[config.mk]
export PLATFORM = sky130hd
export DESIGN_NAME = answer_gen_ctrl
export DESIGN_NICKNAME = d
export VERILOG_FILES = /design/src/rtl/answer_gen_ctrl.sv
export SDC_FILE = /design/constraint.sdc
export NUM_CORES = 1
export LEC_CHECK = 0
export ABC_CLOCK_PERIOD_IN_PS = 3100
export BUFFER_PORTS_ARGS = -buffer_cell sky130_fd_sc_hd__buf_2
export CORE_MARGIN = 5
export CORE_UTILIZATION = 53
export DETAILED_ROUTE_END_ITERATION = 10
export PLACE_DENSITY = 0.8
export SLEW_MARGIN = 10
export SYNTH_ARGS = -nofsm -noshare
export SYNTH_HDL_FRONTEND = slang
export SYNTH_SLANG_ARGS = --single-unit
[constraint.sdc]
create_clock -name clk50M -period 3.1 [get_ports clk50M]
set_clock_uncertainty 0.2 [all_clocks]
set_input_delay 0.62 -clock clk50M [delete_from_list [all_inputs] [get_ports clk50M]]
set_output_delay 0.62 -clock clk50M [all_outputs]
set_load 0.01 [all_outputs]
[src/rtl/answer_gen_ctrl.sv]
// Answer generator sequencer: steps the LCG, rejects duplicate draws and writes
// DIGITS distinct values in 1..RANGE, then holds the packed answer.
module answer_gen_ctrl #(
   parameter int unsigned DIGITS    = 4,
   parameter int unsigned VAL_W     = 4,
   parameter int unsigned RANGE     = 8,
   parameter int unsigned MAX_TRIES = 64
) (
   input  logic                        clk50M,
   input  logic                        rst,
   input  logic                        change_answer,
   input  logic [31:0]                 rand_i,
   output logic                        rand_step,
   output logic                        busy,
   output logic                        answer_valid,
   output logic [DIGITS*VAL_W-1:0]     answer,
   output logic                        wr_en,
   output logic [$clog2(DIGITS)-1:0]   wr_addr,
   output logic [VAL_W-1:0]            wr_data,
   output logic                        error
);

   localparam int unsigned AW = $clog2(DIGITS);
   localparam int unsigned LW = $clog2(RANGE);
   localparam int unsigned TW = (MAX_TRIES > 1) ? $clog2(MAX_TRIES) : 1;

   typedef enum logic [2:0] {IDLE, STEP, CHECK, WRITE, DONE} state_t;

   state_t                    state_q, state_d;
   logic                      req_q;
   logic [AW-1:0]             idx_q, idx_d;
   logic [TW-1:0]             tries_q, tries_d;
   logic [DIGITS*VAL_W-1:0]   answer_q, answer_d;
   logic                      error_q, error_d;
   logic [AW-1:0]             wr_addr_q, wr_addr_d;
   logic [VAL_W-1:0]          wr_data_q, wr_data_d;
   logic                      rand_step_q, busy_q, wr_en_q, valid_q;
   logic [VAL_W-1:0]          cand_c;
   logic                      dup_c;
   logic                      rand_hi_unused;

   assign rand_hi_unused = ^rand_i[31:LW];

   always_comb begin
      cand_c = VAL_W'(rand_i[LW-1:0]) + VAL_W'(1);
      dup_c  = 1'b0;
      for (int unsigned j = 0; j < DIGITS; j++) begin
         if ((j < 32'(idx_q)) && (answer_q[j*VAL_W +: VAL_W] == cand_c)) dup_c = 1'b1;
      end
   end

   always_comb begin
      state_d   = state_q;
      idx_d     = idx_q;
      tries_d   = tries_q;
      answer_d  = answer_q;
      error_d   = error_q;
      wr_addr_d = wr_addr_q;
      wr_data_d = wr_data_q;
      unique case (state_q)
         IDLE, DONE: begin
            if (req_q) begin
               state_d  = STEP;
               idx_d    = '0;
               tries_d  = '0;
               answer_d = '0;
               error_d  = 1'b0;
            end
         end
         STEP: state_d = CHECK;
         CHECK: begin
            if (!dup_c) begin
               state_d   = WRITE;
               wr_addr_d = idx_q;
               wr_data_d = cand_c;
               answer_d[idx_q*VAL_W +: VAL_W] = cand_c;
            end else if (tries_q != TW'(MAX_TRIES - 1)) begin
               state_d = STEP;
               tries_d = tries_q + TW'(1);
            end else begin
               state_d  = IDLE;
               error_d  = 1'b1;
               answer_d = '0;
            end
         end
         WRITE: begin
            tries_d = '0;
            if (idx_q == AW'(DIGITS - 1)) begin
               state_d = DONE;
            end else begin
               state_d = STEP;
               idx_d   = idx_q + AW'(1);
            end
         end
         default: state_d = IDLE;
      endcase
   end

   // The request is registered ahead of the FSM, so answer_valid rises
   // 3*DIGITS+1 edges after the edge that first samples change_answer high.
   always_ff @(posedge clk50M or posedge rst) begin
      if (rst) begin
         state_q     <= IDLE;
         req_q       <= 1'b0;
         idx_q       <= '0;
         tries_q     <= '0;
         answer_q    <= '0;
         error_q     <= 1'b0;
         wr_addr_q   <= '0;
         wr_data_q   <= '0;
         rand_step_q <= 1'b0;
         busy_q      <= 1'b0;
         wr_en_q     <= 1'b0;
         valid_q     <= 1'b0;
      end else begin
         state_q     <= state_d;
         req_q       <= change_answer;
         idx_q       <= idx_d;
         tries_q     <= tries_d;
         answer_q    <= answer_d;
         error_q     <= error_d;
         wr_addr_q   <= wr_addr_d;
         wr_data_q   <= wr_data_d;
         rand_step_q <= (state_d == STEP);
         busy_q      <= (state_d == STEP) || (state_d == CHECK) || (state_d == WRITE);
         wr_en_q     <= (state_d == WRITE);
         valid_q     <= (state_d == DONE);
      end
   end

   assign rand_step    = rand_step_q;
   assign busy         = busy_q;
   assign answer_valid = valid_q;
   assign answer       = answer_q;
   assign wr_en        = wr_en_q;
   assign wr_addr      = wr_addr_q;
   assign wr_data      = wr_data_q;
   assign error        = error_q;

endmodule

==> results.cfg, run 1 <==
[place]
io_buffers = 32
dp_hpwl_um = 4170
gp_congestion = 0.908

[setup_path]
critPathCaptureType = flip-flop
critical_path_arrival_ns = 2.64
ff2ff_setup_slack_ns = 0.47
r2r_cells = 7
slowest_stage = dfrtp_1
critPathKind = flip-flop to flip-flop
r2r-end = answer[10]
cp_cell_sequence = inv_1, ha_1, or3_4, o31ai_4, o31ai_2, buf_4, o221ai_1
critPathTopFamily = compound AO/OA/AOI/OAI gates
crit_buf_inv = 2
crit_fanout = 9
worst_r2r_startpoint = idx_q[1]
worstPathRequired_ns = 3.11
worstSetupStartpointType = flip-flop
cp.depth = 7
slowest_delay_ns = 0.53

[power_and_ir_drop]
power_leakage_nw = 1.27
ir_worst_vdd_mv = 0.485
p_per_area_mw_per_mm2 = 837

[routing]
num_vias = 2110
first_iter_violations = 225
totalWireLength_um = 5990
vias_per_cell = 6.19
wl_per_cell_um = 17.6
dr.pass1.iters = 4
antenna_left = 0
drc = 0

[cells_and_area]
n_antenna_cell = 0
syn2layout_area_growth_pct = 14.6
fin_nets = 331
drive_above_1_share = 0.235

[floorplanning]
num_rows = 24
start_util = 0.553
coreArea_mm2 = 0.00438
dieArea_mm2 = 0.00603
chipHeight_um = 77.7
dieWidth_um = 77.7
io_pins = 62

[global_routing]
grt_pass1_vias = 2189
grt_max_degree = 40
grt.overflow.total = 0
antenna_found_initial = 0
grt_use_total = 0.211
grt_pass1_wl_um = 10500

[clocking]
post_cts_buffers = 0
clkLatencyLatePin_ns = 0.30
clk_pin_slew_ns = 0.08
ctsResizeCount = 0
cts_buffers = 5
cts.sinks = 39
clockBufferDepth = 2
cts_tree = yes
cts_hold_buf = 0
htreeDepth = 2
root_buffer = clkbuf_8

[logic_synthesis]
async_reset_ff_frac = 1.00
synthCells = 251
ys_warn_count = 0
synth-seq-cells = 39
yosysSeqAreaShare = 0.402
synth_ff_type = dfrtp_1
synth_area_leaders = dfrtp_1 (40%), nand4_1 (5.2%), ha_1 (4.1%), nand2b_1 (4.1%), nor2_1 (4.0%)
syn-mean-instance-area_um2 = 9.67
synth.distinct_cells = 52
synth_top_cell_area_share = 0.402
netlist_area_mm2 = 0.00243
syn_nets = 294
synth-edff-count = 0
synth_top_area_cell = dfrtp_1

[sta]
timing.hold.ws_ns = 0.227
period_needed_ns = 2.63
worst_slew_pin_slew_ns = 0.613
setup_viol = 0
finalCritPeriodShare = 0.848
grt_setup_unrepaired = no
finalSetupTns_ns = 0
max_freq_mhz = 380
slew_viol_final = 0
slew_headroom = 0.588
finalHoldViolations = 0

[status]
status = finished clean

[flow_run]
drv_cap = 0

[hold_path]
hold_path.class = input pin to asynchronous set/reset pin
[cell usage after synthesis, drive strengths merged (2+ instances only)]
library cell,number
ha,8
a31oi,6
o221ai,9
inv,20
or2,2
o311ai,4
xor2,4
a211o,4
nand3,9
dfrtp,39
or3,5
mux2,3
a21boi,2
and3,5
xnor2,8
a32o,2
o31ai,5
o211ai,7
buf,6
nor3b,2
nor3,2
nor2,26
nand3b,3
nand2,6
clkbuf,8
nand4,20
o21ai,4
nand2b,17
a21oi,6
[how the worst max path moves through the flow]
stage | start | endpoint
after global placement | rand_i[1] | answer[13]
after floorplan | rand_i[0] | wr_addr[1]
after global routing | idx_q[1] | answer[6]
after CTS | idx_q[1] | answer[13]
after detailed placement | rand_i[1] | answer[13]
final | idx_q[1] | answer[10]
[metal layers]
layer	track usage	vias to the layer above	share of wire
met4	0.0498	0	0.0097
met3	0.0532	6	0.058
li1	-	989	-
met2	0.339	61	0.48
met1	0.285	1054	0.45
met5	0	-	0
[worst reg2reg max path: cells and delay by family (launching register included)]
kind | cells | cell delay (ns)
buffers and inverters | 2 | 0.38
AO/OA/AOI/OAI | 3 | 0.75
adder cells (fa/ha/maj) | 1 | 0.26
AND/OR/NAND/NOR | 1 | 0.42
flip-flops | 1 | 0.53
[through the flow]
stage          instances  setup WS, ns   util  area [µm²]  power (mW)
2_1_floorplan        251         0.321      -        2430        1.55
5_1_grt              341         0.332  0.634        2780        2.49
3_5_place_dp         333         0.203  0.608        2660        1.87
6_report             341         0.472  0.634        2780        2.33
3_3_place_gp         333         0.253  0.608        2660        1.84
4_1_cts              341         0.490  0.634        2780        2.33
[registers in the layout, indices dropped and copies added, names as in the netlist]
| signal | cells |
|---|---|
| req_q | 1 |
| wr_addr | 2 |
| wr_en | 1 |
| idx_q | 2 |
| rand_step | 1 |
| tries_q | 6 |
| state_q | 3 |
| wr_data | 4 |
| answer | 16 |
| answer_valid | 1 |
| busy | 1 |
| error | 1 |
[kinds of logic (layout without fill, tap and decap cells)]
group | Yosys count | count (layout) | synth area share
simple gates | 100 | 100 | 0.234
mux | 4 | 4 | 0.0180
flops | 39 | 39 | 0.402
fa+ha+maj | 8 | 8 | 0.0413
buf+inv | 34 | 72 | 0.0640
xor+xnor | 12 | 12 | 0.0572
compound gates | 54 | 54 | 0.184
[placed cells by master, fill, tap and decap left out, types with 3 or more instances in the layout]
master	n
a211o_1	4
a21oi_1	6
a31oi_1	6
and3_1	5
buf_2	32
buf_4	12
clkbuf_8	6
dfrtp_1	39
ha_1	8
inv_1	19
nand2_1	6
nand2b_1	16
nand3_1	7
nand3b_1	3
nand4_1	20
nor2_1	26
o211ai_1	7
o21ai_0	3
o221ai_1	9
o311ai_0	4
or3_1	4
xnor2_1	5
xor2_1	4
[area by class of cell]
cell class	instances	area [µm²]
well taps	52	65.1
clock inverters	2	35.0
clock buffers	6	82.6
inverters	20	77.6
flip-flops and latches	39	976
repair buffers	44	250
multi-input cells	178	1290
fillers	373	1600
[power breakdown]
group | switching, mW | leakage, nW | internal, mW
sequential | 0.132 | 0.517 | 0.651
clock | 0.188 | 0.0612 | 0.261
combinational | 0.657 | 0.694 | 0.439
total | 0.977 | 1.27 | 1.35
Note: power is estimated with default switching activity, not from simulation.
==> run 2, diff against run 1 <==
--- a/config.mk
+++ b/config.mk
@@ -5,10 +5,11 @@
 export SDC_FILE = /design/constraint.sdc
 export NUM_CORES = 1
 export LEC_CHECK = 0
-export ABC_CLOCK_PERIOD_IN_PS = 3100
+export ABC_AREA = 1
+export ABC_CLOCK_PERIOD_IN_PS = 2700
 export BUFFER_PORTS_ARGS = -buffer_cell sky130_fd_sc_hd__buf_2
 export CORE_MARGIN = 5
-export CORE_UTILIZATION = 53
+export CORE_UTILIZATION = 52
 export DETAILED_ROUTE_END_ITERATION = 10
 export PLACE_DENSITY = 0.8
 export SLEW_MARGIN = 10
==> constraint.sdc (replaced) <==
create_clock -name clk50M -period 2.7 [get_ports clk50M]
set_clock_uncertainty 0.2 [all_clocks]
set_input_delay 0.54 -clock clk50M [delete_from_list [all_inputs] [get_ports clk50M]]
set_output_delay 0.54 -clock clk50M [all_outputs]
set_load 0.01 [all_outputs]
==> results.cfg, run 2 <==
[power_and_ir_drop]
p_switching_mw = 0.929
pwr-share-seq = 0.371
clkPwrFrac = 0.180
p_per_area_mw_per_mm2 = 868
power_leakage_nw = 1.34
switching_share = 0.438
power.internal_mw = 1.19
power_frac_comb = 0.449
finalPower_mw = 2.12
ir_worst_vdd_mv = 0.412

[setup_path]
slowest_stage = dfrtp_1
worstSetupStartpointType = flip-flop
worstSetupStartpoint = idx_q[0]
critPathKind = flip-flop to flip-flop
crit_fanout = 12
slowest_delay_ns = 0.50
worstPathRequired_ns = 2.68
crit_buf_inv = 3
r2r-end = tries_q[4]
ff2ff_setup_slack_ns = 0.22
critPathCaptureType = flip-flop
r2r_cells = 12
cp-endpoint = tries_q[4]
worst_r2r_startpoint = idx_q[0]
cp_cell_sequence = clkinv_1, ha_1, inv_1, o21ai_0, nor2_1, nand3_1, nand2_2, inv_2, nand2_8, nand3_2, nand2_1, o21ai_2
critPathTopFamily = simple AND/OR/NAND/NOR gates
cp.depth = 12
critical_path_arrival_ns = 2.46

[global_routing]
grt_max_degree = 40
antenna_found_initial = 0
grt_pass1_wl_um = 7890
grt_use_total = 0.186
grt_pass1_vias = 1758
grt.overflow.total = 0

[logic_synthesis]
synth.distinct_cells = 27
ys_warn_count = 0
synthTopCellsByCount = nand2_1 (73), nand3_1 (45), dfrtp_1 (39), inv_1 (30), nor2_1 (13)
synth-seq-cells = 39
synth-edff-count = 0
synth_top_cell_area_share = 0.455
netlist_area_mm2 = 0.00214
synth_area_leaders = dfrtp_1 (46%), nand2_1 (13%), nand3_1 (11%), inv_1 (5.3%), ha_1 (4.7%)
synth_top_area_cell = dfrtp_1
synth_ff_type = dfrtp_1
synthCells = 267
async_reset_ff_frac = 1.00
yosysSeqAreaShare = 0.455
syn_nets = 310
synthMostInstantiatedCell = nand2_1
syn-mean-instance-area_um2 = 8.03

[routing]
dr.pass1.iters = 4
drc = 0
num_vias = 1922
first_iter_violations = 166
antenna_left = 0
wl_per_cell_um = 13.2
vias_per_cell = 5.38
totalWireLength_um = 4720

[floorplanning]
chipHeight_um = 74.2
dieWidth_um = 74.2
start_util = 0.536
dieArea_mm2 = 0.00551
num_rows = 23
coreArea_mm2 = 0.00400
io_pins = 62

[sta]
timing.hold.ws_ns = 0.148
setup_viol = 0
period_needed_ns = 2.48
finalHoldViolations = 0
finalCritPeriodShare = 0.919
timing.final.ws_setup_ns = 0.219
grt_setup_unrepaired = no
slew_viol_final = 0
slew_headroom = 0.645
max_freq_mhz = 403
worst_slew_pin_slew_ns = 0.531
finalSetupTns_ns = 0

[cells_and_area]
fin_nets = 349
final_common_cell = nand2_1
final_area_mm2 = 0.00245
largest_reg_flops = 16
n_antenna_cell = 0
syn2layout_area_growth_pct = 14.1
fin_cells = 357
fill_cells = 362
layout_common_cells = nand2_1 (73), nand3_1 (45), dfrtp_1 (39), buf_2 (32), inv_1 (30)
finalCoreUtilization = 0.612
drive_above_1_share = 0.212

[clocking]
cts_tree = yes
root_buffer = clkbuf_8
cts.sinks = 39
cts_hold_buf = 0
clkLatencyLatePin_ns = 0.29
htreeDepth = 2
cts_buffers = 5
clk_pin_slew_ns = 0.07
ctsResizeCount = 0
clockBufferDepth = 2
post_cts_buffers = 0

[flow_run]
drv_cap = 0

[status]
status = finished clean

[hold_path]
hold_path.class = input pin to asynchronous set/reset pin

[place]
io_buffers = 32
place_ws_ns = 0.0787
gp_congestion = 0.878
dp.cells = 349
dpl_cell_area_mm2 = 0.00236
dp_hpwl_um = 3450
==> run 2: changes by cell type after synthesis, moves of 8 or more <==
cell / delta
nand2_1: +67
nand3_1: +38
nand2b_1: -16
nor2_1: -13
nand4_1: -12
inv_1: +11
o221ai_1: -9
clkbuf_1: -8
==> run 2: routing by layer <==
| metal | vias to the layer above | track usage | share of wire | wire, µm |
|---|---|---|---|---|
| li1 | 952 | - | - | - |
| met4 | 0 | 0.0652 | 0.016 | 76 |
| met3 | 8 | 0.0446 | 0.057 | 271 |
| met1 | 911 | 0.248 | 0.45 | 2120 |
| met5 | - | 0 | 0 | 0 |
| met2 | 51 | 0.298 | 0.48 | 2260 |
==> run 2: worst reg2reg max path: stages (launching register included) <==
cell and delay, ns:
dfrtp_1 0.50, clkinv_1 0.14, ha_1 0.27, inv_1 0.17
o21ai_0 0.12, nor2_1 0.13, nand3_1 0.10, nand2_2 0.11
inv_2 0.07, nand2_8 0.08, nand3_2 0.25, nand2_1 0.17
o21ai_2 0.06
==> run 2: how the worst min path moves through the flow <==
stage	startpoint	to	slack, ns	cells after the start
2_1_floorplan	tries_q[5]	tries_q[5]	0.28	2
3_3_place_gp	wr_data[3]	wr_data[3]	0.27	2
3_5_place_dp	wr_addr[1]	wr_addr[1]	0.27	2
4_1_cts	change_answer	req_q	0.14	1
5_1_grt	change_answer	req_q	0.15	1
6_report	rst	wr_data[2]	0.15	3
==> run 2: cells by family (layout without fill, tap and decap cells) <==
logic type,after synthesis,after routing,synth area share
fa+ha+maj,8,8,0.0467
simple gates,157,157,0.348
buf+inv,41,81,0.0817
flops,39,39,0.455
compound gates,21,21,0.0642
xor+xnor,1,1,0.00408
==> run 2: area by class of cell <==
| type | count | area, µm² | share of cell area |
|---|---|---|---|
| clock buffer | 7 | 76.3 | 0.0312 |
| clock inverter | 1 | 5.00 | 0.00205 |
| inverter | 36 | 135 | 0.0552 |
| multi-input combinational | 187 | 993 | 0.406 |
| sequential | 39 | 976 | 0.399 |
| tap | 50 | 62.6 | 0.0256 |
| timing repair buffer | 37 | 198 | 0.0808 |
==> run 2: power by group through the flow <==
stage	Clock, mW	Combinational (mW)	Sequential (mW)
final	0.382	0.952	0.788
after global routing	0.417	1.06	0.803
after CTS	0.393	0.957	0.787
after detailed placement	0	0.949	0.798
after global placement	0	0.926	0.794
after floorplan	0	0.696	0.816
